$ cat src/rtl/imem_loader.sv
// imem_loader: boots the mips16_sc instruction memory from a byte stream.
// A 2-byte word count (MSB first) is followed by 4*N instruction bytes,
// each word MSB first. Words are written sequentially from address 0, and
// the core is held in stall until the whole program is in place.
module imem_loader #(
    parameter int ADDR_WIDTH = 8
) (
    input  logic                  clock,
    input  logic                  reset_n,
    input  logic                  start,
    input  logic [7:0]            in_data,
    input  logic                  in_valid,
    output logic                  in_ready,
    output logic                  imem_we,
    output logic [ADDR_WIDTH-1:0] imem_addr,
    output logic [31:0]           imem_wdata,
    output logic                  cpu_hold,
    output logic                  busy,
    output logic                  done,
    output logic                  error,
    output logic [ADDR_WIDTH:0]   words_loaded
);

    localparam int unsigned DEPTH = 32'd1 << ADDR_WIDTH;

    typedef enum logic [2:0] {
        S_IDLE,
        S_HDR_HI,
        S_HDR_LO,
        S_DATA,
        S_WRITE,
        S_DONE,
        S_ERROR
    } state_t;

    state_t                r_state;
    state_t                w_state_nxt;
    logic [15:0]           r_count;
    logic [31:0]           r_word;
    logic [1:0]            r_byte_cnt;
    logic [ADDR_WIDTH-1:0] r_index;
    logic [ADDR_WIDTH:0]   r_words_loaded;

    logic                  w_accept;
    logic                  w_start_ok;
    logic [15:0]           w_hdr_count;
    logic                  w_last;

    // A byte moves only when both sides agree.
    assign w_accept    = in_valid && in_ready;
    // start is honoured only from the resting states.
    assign w_start_ok  = start && ((r_state == S_IDLE) || (r_state == S_DONE) ||
                                   (r_state == S_ERROR));
    // Full count as it will be once the low header byte is captured.
    assign w_hdr_count = {r_count[15:8], in_data};
    // The word being written is the last one. Comparing against the
    // (ADDR_WIDTH+1)-bit counter keeps N == DEPTH exact, where the
    // ADDR_WIDTH-bit index alone would alias.
    assign w_last      = (32'(r_words_loaded) + 32'd1) == 32'(r_count);

    assign imem_addr    = r_index;
    assign imem_wdata   = r_word;
    assign words_loaded = r_words_loaded;

    // State register; reset also kills any pending write instantly.
    always_ff @(posedge clock or negedge reset_n) begin
        if (!reset_n) begin
            r_state <= S_IDLE;
        end else begin
            r_state <= w_state_nxt;
        end
    end

    // Next-state and handshake/status outputs, all decoded from the state.
    always_comb begin
        w_state_nxt = r_state;
        in_ready    = 1'b0;
        imem_we     = 1'b0;
        cpu_hold    = 1'b1;
        busy        = 1'b0;
        done        = 1'b0;
        error       = 1'b0;
        case (r_state)
            S_IDLE: begin
                if (start) w_state_nxt = S_HDR_HI;
            end
            S_HDR_HI: begin
                in_ready = 1'b1;
                busy     = 1'b1;
                if (w_accept) w_state_nxt = S_HDR_LO;
            end
            S_HDR_LO: begin
                in_ready = 1'b1;
                busy     = 1'b1;
                if (w_accept) begin
                    if (w_hdr_count == 16'd0)
                        w_state_nxt = S_DONE;
                    else if (32'(w_hdr_count) > DEPTH)
                        w_state_nxt = S_ERROR;
                    else
                        w_state_nxt = S_DATA;
                end
            end
            S_DATA: begin
                in_ready = 1'b1;
                busy     = 1'b1;
                if (w_accept && (r_byte_cnt == 2'd3)) w_state_nxt = S_WRITE;
            end
            S_WRITE: begin
                imem_we     = 1'b1;
                busy        = 1'b1;
                w_state_nxt = w_last ? S_DONE : S_DATA;
            end
            S_DONE: begin
                done     = 1'b1;
                // Re-hold the core in the very cycle a reload is requested.
                cpu_hold = start;
                if (start) w_state_nxt = S_HDR_HI;
            end
            S_ERROR: begin
                error = 1'b1;
                if (start) w_state_nxt = S_HDR_HI;
            end
            default: begin
                w_state_nxt = S_IDLE;
            end
        endcase
    end

    // Datapath: header capture, word assembly, write index and load count.
    always_ff @(posedge clock or negedge reset_n) begin
        if (!reset_n) begin
            r_count        <= '0;
            r_word         <= '0;
            r_byte_cnt     <= '0;
            r_index        <= '0;
            r_words_loaded <= '0;
        end else begin
            if (w_start_ok) begin
                r_byte_cnt     <= '0;
                r_index        <= '0;
                r_words_loaded <= '0;
            end
            case (r_state)
                S_HDR_HI: begin
                    if (w_accept) r_count[15:8] <= in_data;
                end
                S_HDR_LO: begin
                    if (w_accept) r_count[7:0] <= in_data;
                end
                S_DATA: begin
                    if (w_accept) begin
                        r_word     <= {r_word[23:0], in_data};
                        r_byte_cnt <= r_byte_cnt + 2'd1;
                    end
                end
                S_WRITE: begin
                    // Index wraps to 0 after a full-depth load; state is
                    // DONE by then, so it is never used for a write.
                    r_index        <= r_index + ADDR_WIDTH'(1);
                    r_words_loaded <= r_words_loaded + (ADDR_WIDTH + 1)'(1);
                end
                default: begin
                end
            endcase
        end
    end

endmodule

$ cat config.mk
export PLATFORM = sky130hd
export DESIGN_NAME = imem_loader
export DESIGN_NICKNAME = d
export VERILOG_FILES = /design/src/rtl/imem_loader.sv
export SDC_FILE = /design/constraint.sdc
export NUM_CORES = 1
export LEC_CHECK = 0
export BUFFER_PORTS_ARGS = -buffer_cell sky130_fd_sc_hd__buf_2
export CAP_MARGIN = 40
export CORE_AREA = 2 2 88 90
export CTS_BUF_LIST = sky130_fd_sc_hd__clkbuf_8 sky130_fd_sc_hd__clkbuf_16
export DETAILED_ROUTE_END_ITERATION = 12
export DIE_AREA = 0 0 90 92
export GPL_TIMING_DRIVEN = 0
export PLACE_DENSITY = 0.76
export SLEW_MARGIN = 20
export SYNTH_ARGS = -nofsm -noshare
export SYNTH_HDL_FRONTEND = slang
export SYNTH_SLANG_ARGS = --single-unit
export TNS_END_PERCENT = 20
$ cat constraint.sdc
create_clock -name clock -period 4.67 [get_ports clock]
set_input_delay 0.934 -clock clock [delete_from_list [all_inputs] [get_ports clock]]
set_output_delay 0.934 -clock clock [all_outputs]
set_load 0.01 [all_outputs]
Word level (Yosys, flattened, before mapping)
Cells that the tools add are included.

Memories: 0. Bits in latches: 0. Bits in writable memories: 0. Input port bits: 12. Output and inout port bits: 55. Register bits: 70. Word-level logic and storage cells: 60. Memory bits (read-only): 0.

Div/mod/pow operators: 0. Reductions and logical operators: 15. Bitwise operators: 0. Magnitude comparators: 1. Add/subtract/negate cells: 4. Shift-type cells: 0. Multipliers: 0. Eq/ne operators: 12. Muxes and demuxes: 21.

Operators with widths (count): two-way mux 3 bit (7); two-way mux 9 bit (2); equality test 10 x 16 -> 1 bit (1); > comparator 16 x 9 -> 1 bit (second input constant) (1); logical NOT 16 bit (1); two-way mux 8 bit (2); one-hot mux 3 bit (5 select lines) (1); adder 9 x 1 -> 10 bit (second input constant) (1); adder 9 x 1 -> 9 bit (second input constant) (1); equality test 3 bit (second input constant) (3); adder 8 x 1 -> 8 bit (second input constant) (1); equality test 3 x 2 -> 1 bit (second input constant) (2); two-way mux 1 bit (6); two-way mux 2 bit (3); inequality test 2 bit (second input constant) (3); AND reduction 2 bit (3); OR reduction 3 bit (2); AND reduction 4 bit (1); OR reduction 4 bit (1); equality test 3 x 1 -> 1 bit (second input constant) (1); logical AND 1 bit (3); logical NOT 3 bit (1); adder 2 x 1 -> 2 bit (second input constant) (1); equality test 2 bit (second input constant) (1); 3 further kinds (4).

Longest topological paths before layout
Gate-level depths: netlist of the first run.

Word-level depth: 7. Depth in mapped cells: 9.

Worst setup path after synthesis of the first run
No wires, ideal clock.

Path kind: reg-to-output. Start: reg r_state[0]. End: out imem_we. Setup slack: 2.336 ns. Path buffers: 2. Data arrival time: 1.400 ns. Cell stages (with the launch flop): 6. Path through: dfrtp_1 > clkbuf_1 > nor2_1 > nand2_1 > inv_1 > clkbuf_1.

Cells in the longest elaborated chain, start to end: 2.

Ends and longest elaborated chain: from (decl) (RTL line 36) `state_t r_state;`; from (signal assigned) (RTL line 70) `r_state <= w_state_nxt;`; equality test 3 bit (RTL line 83) `case (r_state)`; two-way mux 1 bit (RTL line 83); to (decl) (RTL line 14) `output logic imem_we,`.

No other way between the ends.

Final worst setup path of the first run
Ends and elaborated chain as after synthesis.

==> run_results.csv, run 1 <==
group,metric,value,unit
worst_setup_path,cp_num_buf_inv,4,
finish,nets,379,
synthesis,yosysSeqAreaShare,0.540,
synthesis,synth_ff_type,"dfrtp_1",
timing,worst_pin_slew,0.637,ns
global_routing,grt_overflow,0,
synthesis,synth.largest_area_cell,"dfrtp_1",
worst_setup_path,worstReg2RegStart,"r_state[2]",
floorplan,num_rows,32,
detailed_routing,drtAntennaViolNets,0,
synthesis,ys_top_cells_by_count,"dfrtp_1, mux2_2, o21ai_0",
global_routing,track_usage,0.177,
clock_network,cts_root_buf,"clkbuf_8",
worst_setup_path,cpMaxStageDelayCell,"dfrtp_1",
floorplan,ios,67,
run,drv_cap,0,
timing,fmax,304,MHz
worst_setup_path,crit_family,"buffers and inverters",
detailed_routing,via_per_inst,5.18,
global_routing,grt_max_degree,58,
worst_setup_path,worstPathRequired,3.74,ns
detailed_routing,drtPass1Iterations,4,
clock_network,cts_buffers,9,
synthesis,synth_nets,301,
floorplan,core-area,7450,µm²
power_and_ir_drop,peakVddDrop,0.294,mV
synthesis,ys_types,38,
worst_setup_path,rr_worst_depth,9,
placed_design,io_buffer_count,66,
worst_setup_path,cp.arrival,2.35,ns
clock_network,clkLatencyLatePin,0.35,ns
synthesis,synth_edf_count,0,
power_and_ir_drop,power_density,625,nW/µm²
clock_network,clk_pin_slew,0.08,ns
synthesis,synth_top_cells_by_area,"dfrtp_1, mux2_2, o21ai_0, xnor2_1, nand2_1",
worst_setup_path,worstSetupStartpointType,"register",
placed_design,dp.cells,455,
power_and_ir_drop,finalPower,2.47,mW
worst_setup_path,crit_start,"r_state[0]",
global_routing,antenna_found_initial,0,
timing,hold_viol_final,0,
detailed_routing,wl_per_cell,14.6,µm
clock_network,htreeDepth,3,
synthesis,synth.most_common_cell,"dfrtp_1",
timing,rsz0062_at_grt,"no",
power_and_ir_drop,p_leak,1.88,nW
worst_setup_path,reg2reg_slack,2.22,ns
timing,slew_violations,0,
floorplan,die-area,8280,µm²
synthesis,ys_ff_latch,70,
placed_design,place_area,3730,µm²
detailed_routing,vias,2439,
worst_setup_path,cp-end-kind,"primary output",
finish,syn2layout_area_growth,21.9,%
synthesis,synth_warnings,0,
synthesis,avgSynthCellArea,11.3,µm²
detailed_routing,drt_iter0_markers,133,
worst_setup_path,critPathMaxStageDelay,0.38,ns
placed_design,dp_hpwl,4940,µm
detailed_routing,drt_drc_violations_left,0,
worst_hold_path,hold_path.class,"input pin to asynchronous set/reset pin",
worst_setup_path,crit_type,"register to primary output",
worst_setup_path,critPathMaxFanout,10,
timing,setup-violations-final,0,
worst_setup_path,cp_cell_sequence,"clkbuf_1, nor2_1, nand2_1, inv_1, clkbuf_1, buf_2",
clock_network,clockBufferDepth,2,
floorplan,dieHeight,92,µm
finish,drive_above_1_share,0.360,
clock_network,holdBufCountCts,0,
clock_network,post-cts-setup-buffers,0,
synthesis,synth_top_area_share,0.540,
timing,fin_setup_tns,0,ns
clock_network,clkSinkCount,70,
synthesis,syn_inst,286,
floorplan,initial_core_util,0.435,
finish,design_area,3950,µm²
timing,min_period,3.28,ns
clock_network,cts_tree,"done",
synthesis,ys_async_sr_fraction,1.00,
floorplan,dieWidth,90,µm
synthesis,synth_area,3240,µm²
worst_setup_path,r2r-end,"words_loaded[4]",
global_routing,grt_first_pass_wirelength,11600,µm
finish,antennaDiodeCount,0,
finish,final_cells,471,
global_routing,grt_pass1_vias,2374,
timing,timing.final.crit_share,0.703,
placed_design,routabilityCongestion,0.792,
timing,slew_headroom,0.575,
status,status,"complete, no violations",
detailed_routing,routed_wl,6850,µm
timing,clock_skew,0.00817,ns
clock_network,cts_resized,0,
worst_setup_path,worst_path_most_repeated_cell,"clkbuf_1",
how the worst max path moves through the flow:
stage	endpoint	slack (ns)	cells after the start
6_report	imem_we	1.39	6
5_1_grt	imem_we	1.18	6
4_1_cts	imem_we	1.39	6
3_5_place_dp	imem_we	1.79	6
3_3_place_gp	imem_we	1.86	6
2_1_floorplan	imem_we	2.34	5
where the power goes:
| part | internal, mW | total, mW | leakage (nW) | switching [mW] |
|---|---|---|---|---|
| Combinational | 0.456 | 0.922 | 0.885 | 0.466 |
| Clock | 0.302 | 0.545 | 0.111 | 0.242 |
| Sequential | 0.841 | 1.01 | 0.886 | 0.165 |
| Total | 1.60 | 2.47 | 1.88 | 0.874 |
kinds of logic after synthesis:
| logic type | share of synthesized area |
|---|---|
| adder cells (fa/ha/maj) | 0.0116 |
| XOR/XNOR | 0.0405 |
| buffers and inverters | 0.0239 |
| AND/OR/NAND/NOR | 0.129 |
| multiplexers | 0.170 |
| flip-flops | 0.540 |
| AO/OA/AOI/OAI | 0.0853 |
final cells by class:
class	instances	area [µm²]
inverter	8	30.0
clock inverter	7	97.6
multi-input combinational	197	1410
sequential	70	1750
timing repair buffer	67	360
buffer	11	47.5
fill	693	3490
clock buffer	9	124
tap	102	128
per-stage QoR:
stage | worst slack [ns] | hold slack, ns | utilization
floorplan | 2.34 | 0.458 | -
global placement | 1.86 | 0.458 | 0.497
detailed placement | 1.79 | 0.466 | 0.501
CTS | 1.39 | 0.416 | 0.531
global route | 1.18 | 0.433 | 0.531
finish | 1.39 | 0.424 | 0.531
registers in the layout, indices dropped and copies added, names as in the netlist:
signal,count
imem_addr,8
imem_wdata,32
r_byte_cnt,2
r_count,16
words_loaded,9
r_state,3
cell usage in the layout (no fill, tap or decap), types with 2 or more instances in the layout:
| cell | instances |
|---|---|
| clkinv_4 | 2 |
| xnor2_1 | 10 |
| o21ai_0 | 28 |
| o22ai_1 | 2 |
| a31oi_1 | 3 |
| buf_4 | 2 |
| bufinv_16 | 2 |
| inv_1 | 9 |
| nor2b_1 | 3 |
| nand3_1 | 8 |
| mux2_2 | 43 |
| a21oi_1 | 5 |
| o31ai_1 | 4 |
| clkbuf_8 | 9 |
| nor3_1 | 5 |
| ha_1 | 3 |
| mux2_1 | 5 |
| nand2_1 | 21 |
| and3_1 | 5 |
| nand4_1 | 4 |
| xor2_1 | 5 |
| nor2_1 | 19 |
| or2_2 | 3 |
| nor4_1 | 6 |
| dfrtp_1 | 70 |
| buf_2 | 67 |
| clkbuf_1 | 8 |
| a2bb2oi_1 | 2 |
metal layers:
metal | track usage | vias up | part of all wire
li1 | - | 1172 | -
met1 | 0.230 | 1208 | 0.46
met4 | 0.101 | 0 | 0.026
met3 | 0.0345 | 13 | 0.034
met2 | 0.277 | 46 | 0.48
met5 | 0 | - | 0
Note: power is estimated with default switching activity, not from simulation.
==> run 2: changes to the inputs <==
- PLACE_DENSITY: 0.76 -> 0.78
- clock period: 4.67 -> 3 ns (I/O delays scaled with it)
==> run 2 against run 1 <==
Core utilization fell by 0.47 points. Sequential power is 55% higher. Routed wire length down 0.89%. Largest power group unchanged. Critical path depth down 1. Worst setup slack worse by 1.1 ns. Global-route usage shrank 0.36 points. Count of clock-buffer cells in the layout stayed put. Sequential share of layout area is 0.40 points higher. Sequential cell count did not move. Register-to-register slack lost 1.7 ns. Clock skew increased by 0.0013 ns.
==> run_results.csv, run 2 (synthesis gave the netlist of run 1 again) <==
group,metric,value,unit
timing,timing.final.crit_share,0.907,
clock_network,cts_tree,"done",
finish,antennaDiodeCount,0,
clock_network,post-cts-setup-buffers,0,
finish,n_fill_cell,688,
floorplan,dieHeight,92,µm
finish,largest_reg_flops,32,
finish,final_common_cell,"dfrtp_1",
detailed_routing,drtPass1Iterations,4,
clock_network,cts_buffers,9,
timing,slew_violations,0,
timing,setup-violations-final,0,
finish,mostFrequentLayoutCells,"dfrtp_1, buf_2, mux2_2",
finish,syn2layout_area_growth,20.8,%
detailed_routing,drt-met1-wl,3090,µm
worst_setup_path,crit_type,"register to primary output",
clock_network,cts_resized,0,
worst_setup_path,critPathMaxStageDelay,0.38,ns
clock_network,clkSinkCount,70,
power_and_ir_drop,peakVddDrop,0.381,mV
worst_setup_path,rr_worst_depth,8,
power_and_ir_drop,power_density,959,nW/µm²
worst_setup_path,r2r-end,"words_loaded[4]",
power_and_ir_drop,clockPowerShare,0.201,
finish,drive_above_1_share,0.361,
timing,fmax,368,MHz
timing,min_period,2.72,ns
floorplan,die-area,8280,µm²
power_and_ir_drop,switchingPower,1.35,mW
finish,nets,378,
run,drv_cap,0,
worst_hold_path,hold_path.class,"input pin to asynchronous set/reset pin",
global_routing,grt_pass1_vias,2333,
detailed_routing,wl_per_cell,14.5,µm
timing,hold_viol_final,0,
worst_setup_path,critPathMaxFanout,12,
worst_setup_path,cp.arrival,2.12,ns
timing,rsz0062_at_grt,"no",
detailed_routing,via_per_inst,5.06,
power_and_ir_drop,p_int,2.40,mW
detailed_routing,wl_met3,309,µm
power_and_ir_drop,p_leak,1.87,nW
detailed_routing,drt_drc_violations_left,0,
floorplan,core-area,7450,µm²
timing,worst_pin_slew,0.633,ns
clock_network,holdBufCountCts,0,
timing,fin_setup_tns,0,ns
floorplan,dieWidth,90,µm
placed_design,routabilityCongestion,0.816,
power_and_ir_drop,finalPower,3.76,mW
worst_setup_path,worstSetupStartpointType,"register",
worst_setup_path,reg2reg_slack,0.53,ns
detailed_routing,wl_met2,3300,µm
worst_setup_path,cpMaxStageDelayCell,"dfrtp_1",
global_routing,track_usage,0.173,
detailed_routing,top_layer,"met4",
detailed_routing,drt_iter0_markers,126,
clock_network,clkLatencyLatePin,0.35,ns
global_routing,grt_overflow,0,
detailed_routing,routed_wl,6790,µm
power_and_ir_drop,p_seq_frac,0.418,
detailed_routing,vias,2378,
worst_setup_path,cp_cell_sequence,"clkbuf_1, nor2_1, nand2_1, inv_1, buf_2",
timing,clock_skew,0.00947,ns
clock_network,htreeDepth,3,
placed_design,io_buffer_count,66,
floorplan,initial_core_util,0.435,
clock_network,clockBufferDepth,2,
power_and_ir_drop,p_sw_frac,0.360,
floorplan,ios,67,
placed_design,dp_hpwl,4950,µm
worst_setup_path,worstReg2RegStart,"r_state[0]",
floorplan,num_rows,32,
clock_network,cts_root_buf,"clkbuf_8",
clock_network,clk_pin_slew,0.08,ns
status,status,"complete, no violations",
detailed_routing,drtAntennaViolNets,0,
global_routing,grt_max_degree,43,
power_and_ir_drop,comb_power_share,0.381,
worst_setup_path,worstPathRequired,2.40,ns
worst_setup_path,cp-end-kind,"primary output",
timing,slew_headroom,0.575,
global_routing,grt_first_pass_wirelength,11400,µm
global_routing,antenna_found_initial,0,
==> run 2: critical path, delay by kind of cell, from the launching register on <==
family / cells / cell delay (ns)
flip-flops: 1 / 0.38
AND/OR/NAND/NOR: 2 / 0.62
buffers and inverters: 3 / 0.77
==> run 2: metrics by stage <==
step,utilization,std cells,hold slack [ns],setup WS (ns),cell area (µm²)
floorplan,-,286,0.304,1.00,3240
global placement,0.497,454,0.462,0.502,3700
detailed placement,0.500,455,0.475,0.478,3720
CTS,0.527,471,0.168,0.0923,3920
global route,0.526,470,0.172,0.0678,3920
finish,0.526,470,0.162,0.280,3920
==> run 2: power by group through the flow <==
stage | Sequential (mW) | Clock (mW) | Combinational [mW]
4_1_cts | 1.57 | 0.773 | 1.45
5_1_grt | 1.63 | 0.823 | 1.58
3_3_place_gp | 1.57 | 0 | 1.39
2_1_floorplan | 1.64 | 0 | 0.884
3_5_place_dp | 1.59 | 0 | 1.45
6_report | 1.57 | 0.754 | 1.43
==> run 2: per-layer routing <==
metal,global-route usage,vias up
met1,0.230,1151
met4,0.0654,0
met3,0.0509,8
met2,0.269,47
met5,0,-
li1,-,1172
==> run 2: cell type report <==
| class | instances | area, µm² | area share |
|---|---|---|---|
| multi-input cells | 197 | 1410 | 0.361 |
| flip-flops and latches | 70 | 1750 | 0.447 |
| clock buffers | 9 | 124 | 0.0316 |
| inverters | 8 | 30.0 | 0.00767 |
| plain buffers | 10 | 43.8 | 0.0112 |
| clock inverters | 7 | 73.8 | 0.0188 |
| repair buffers | 67 | 353 | 0.0901 |
| well taps | 102 | 128 | 0.0326 |
==> run 2: worst max-delay path by stage <==
stage | depth (start not counted) | slack [ns] | from | end
floorplan | 5 | 1.00 | r_state[0] | imem_we
global placement | 6 | 0.50 | r_state[0] | imem_we
detailed placement | 6 | 0.48 | r_state[0] | imem_we
CTS | 6 | 0.09 | r_state[0] | imem_we
global route | 5 | 0.07 | r_state[0] | imem_we
finish | 5 | 0.28 | r_state[0] | imem_we
==> run 3: changes to the inputs <==
- RECOVER_POWER: default -> 25
==> run 3 against run 2 <==
Worst setup slack improved by 0.0040 ns. Sequential cell count unchanged. Global-route usage unchanged. Routed wire length increased by 0.12%. The run now ends with max-capacitance violations, max-slew violations left. Fmax increased by 0.15%. First-iteration DRC count decreased by 5.6%.
==> run_results.csv, run 3 (synthesis gave the netlist of run 1 again) <==
group,metric,value,unit
timing,hold_viol_final,0,
power_and_ir_drop,p_sw_frac,0.360,
worst_setup_path,crit_start,"r_state[0]",
worst_setup_path,cp.arrival,2.12,ns
finish,syn2layout_area_growth,20.2,%
detailed_routing,drtAntennaViolNets,0,
finish,multi_input_area,1410,µm²
clock_network,cts_root_buf,"clkbuf_8",
detailed_routing,drtPass1Iterations,4,
power_and_ir_drop,p_int,2.40,mW
floorplan,dieWidth,90,µm
finish,nets,378,
timing,setup-violations-final,0,
global_routing,use_met1,0.230,
worst_setup_path,worstSetupStartpointType,"register",
worst_setup_path,reg2reg_slack,0.52,ns
placed_design,dp.cells,455,
clock_network,cts_tree,"done",
detailed_routing,drt_iter0_markers,119,
power_and_ir_drop,power_density,962,nW/µm²
detailed_routing,wl_per_cell,14.5,µm
worst_hold_path,hold_path.class,"register to register",
timing,fmax,368,MHz
timing,timing.final.crit_share,0.905,
finish,final_common_cell,"dfrtp_1",
timing,slew_headroom,-0.0184,
global_routing,antenna_found_initial,0,
status,status,"complete, but fails checks",
clock_network,clk_pin_slew,0.07,ns
detailed_routing,drt_drc_violations_left,0,
detailed_routing,via_per_inst,5.10,
clock_network,clockBufferDepth,2,
timing,min_period,2.72,ns
placed_design,routabilityCongestion,0.816,
power_and_ir_drop,comb_power_share,0.381,
worst_setup_path,critPathMaxFanout,12,
power_and_ir_drop,p_seq_frac,0.419,
global_routing,grt_overflow,0,
worst_setup_path,worstReg2RegStart,"r_state[0]",
worst_setup_path,rr_worst_depth,8,
finish,largest_reg_flops,32,
finish,final_cells,470,
finish,drive_above_1_share,0.359,
finish,antennaDiodeCount,0,
detailed_routing,routed_wl,6800,µm
global_routing,grt_max_degree,43,
detailed_routing,vias,2398,
floorplan,ios,67,
global_routing,grt_first_pass_wirelength,11400,µm
worst_setup_path,crit_type,"register to primary output",
timing,fin_setup_tns,0,ns
clock_network,htreeDepth,3,
finish,n_fill_cell,692,
clock_network,clkLatencyLatePin,0.35,ns
clock_network,cts_buffers,9,
power_and_ir_drop,peakVddDrop,0.381,mV
finish,final-seq-area,1750,µm²
status,failed_checks,"max-capacitance violations, max-slew violations",
timing,slew_violations,30,
placed_design,io_buffer_count,66,
finish,mostFrequentLayoutCells,"dfrtp_1, buf_2, mux2_2",
power_and_ir_drop,switchingPower,1.35,mW
floorplan,dieHeight,92,µm
clock_network,post-cts-setup-buffers,0,
global_routing,use_met2,0.269,
floorplan,initial_core_util,0.435,
worst_setup_path,r2r-end,"words_loaded[4]",
timing,worst_pin_slew,1.53,ns
global_routing,met3_usage,0.0509,
clock_network,clkSinkCount,70,
run,drv_cap,1,
global_routing,grt_pass1_vias,2333,
floorplan,die-area,8280,µm²
worst_setup_path,worstPathRequired,2.40,ns
timing,clock_skew,0.0114,ns
worst_hold_path,min_delay_path_depth,1,
global_routing,track_usage,0.173,
worst_setup_path,crit_end,"imem_we",
placed_design,dp_hpwl,4950,µm
timing,rsz0062_at_grt,"no",
power_and_ir_drop,clockPowerShare,0.200,
floorplan,core-area,7450,µm²
worst_setup_path,cp-end-kind,"primary output",
floorplan,num_rows,32,
power_and_ir_drop,p_leak,1.86,nW
global_routing,top_usage_layer,"met2",
run 3: metrics by stage:
| stage | power, mW | setup slack (ns) | hold slack (ns) | util | cell area, µm² |
|---|---|---|---|---|---|
| after floorplan | 2.53 | 1.00 | 0.304 | - | 3240 |
| after global placement | 2.96 | 0.502 | 0.462 | 0.497 | 3700 |
| after detailed placement | 3.04 | 0.478 | 0.475 | 0.500 | 3720 |
| after CTS | 3.80 | 0.0923 | 0.168 | 0.527 | 3920 |
| after global routing | 4.02 | 0.0678 | 0.498 | 0.524 | 3900 |
| final | 3.75 | 0.284 | 0.489 | 0.524 | 3900 |
run 3: power by group through the flow:
| stage | Clock [mW] | Combinational (mW) | Sequential (mW) |
|---|---|---|---|
| floorplan | 0 | 0.884 | 1.64 |
| global placement | 0 | 1.39 | 1.57 |
| detailed placement | 0 | 1.45 | 1.59 |
| CTS | 0.773 | 1.45 | 1.57 |
| global route | 0.823 | 1.57 | 1.63 |
| finish | 0.752 | 1.43 | 1.57 |
run 3: per-layer routing:
metal,up-vias,wire length [µm]
met2,50,3340
li1,1176,-
met3,8,297
met1,1164,3070
met4,0,93
met5,-,0
run 3: timing repair:
item | in CTS | in global routing
hold buffers | 0 | 0
gates resized for setup | 0 | 0
endpoints found under the setup margin | 0 | 1
run 3: worst min-delay path by stage:
stage                 startpoint            to  slack [ns]
global route        imem_addr[7]  imem_addr[7]        0.50
floorplan                reset_n  imem_addr[0]        0.30
finish              imem_addr[7]  imem_addr[7]        0.49
CTS                      reset_n  imem_addr[4]        0.17
global placement    imem_addr[7]  imem_addr[7]        0.46
detailed placement  imem_addr[7]  imem_addr[7]        0.47
run 3: worst max-delay path: stages, from the launching register on:
cell and delay, ns:
dfrtp_1 0.38, clkbuf_1 0.20, nor2_1 0.31, nand2_1 0.31, inv_1 0.37, buf_2 0.20
run 3: final cells by class:
cell class                      count  share of cell area
Multi-Input combinational cell    197               0.363
Clock buffer                        9              0.0318
Inverter                            8             0.00770
Timing Repair Buffer               67              0.0857
Tap cell                          102              0.0327
Buffer                             10              0.0112
Clock inverter                      7              0.0189
Sequential cell                    70               0.449
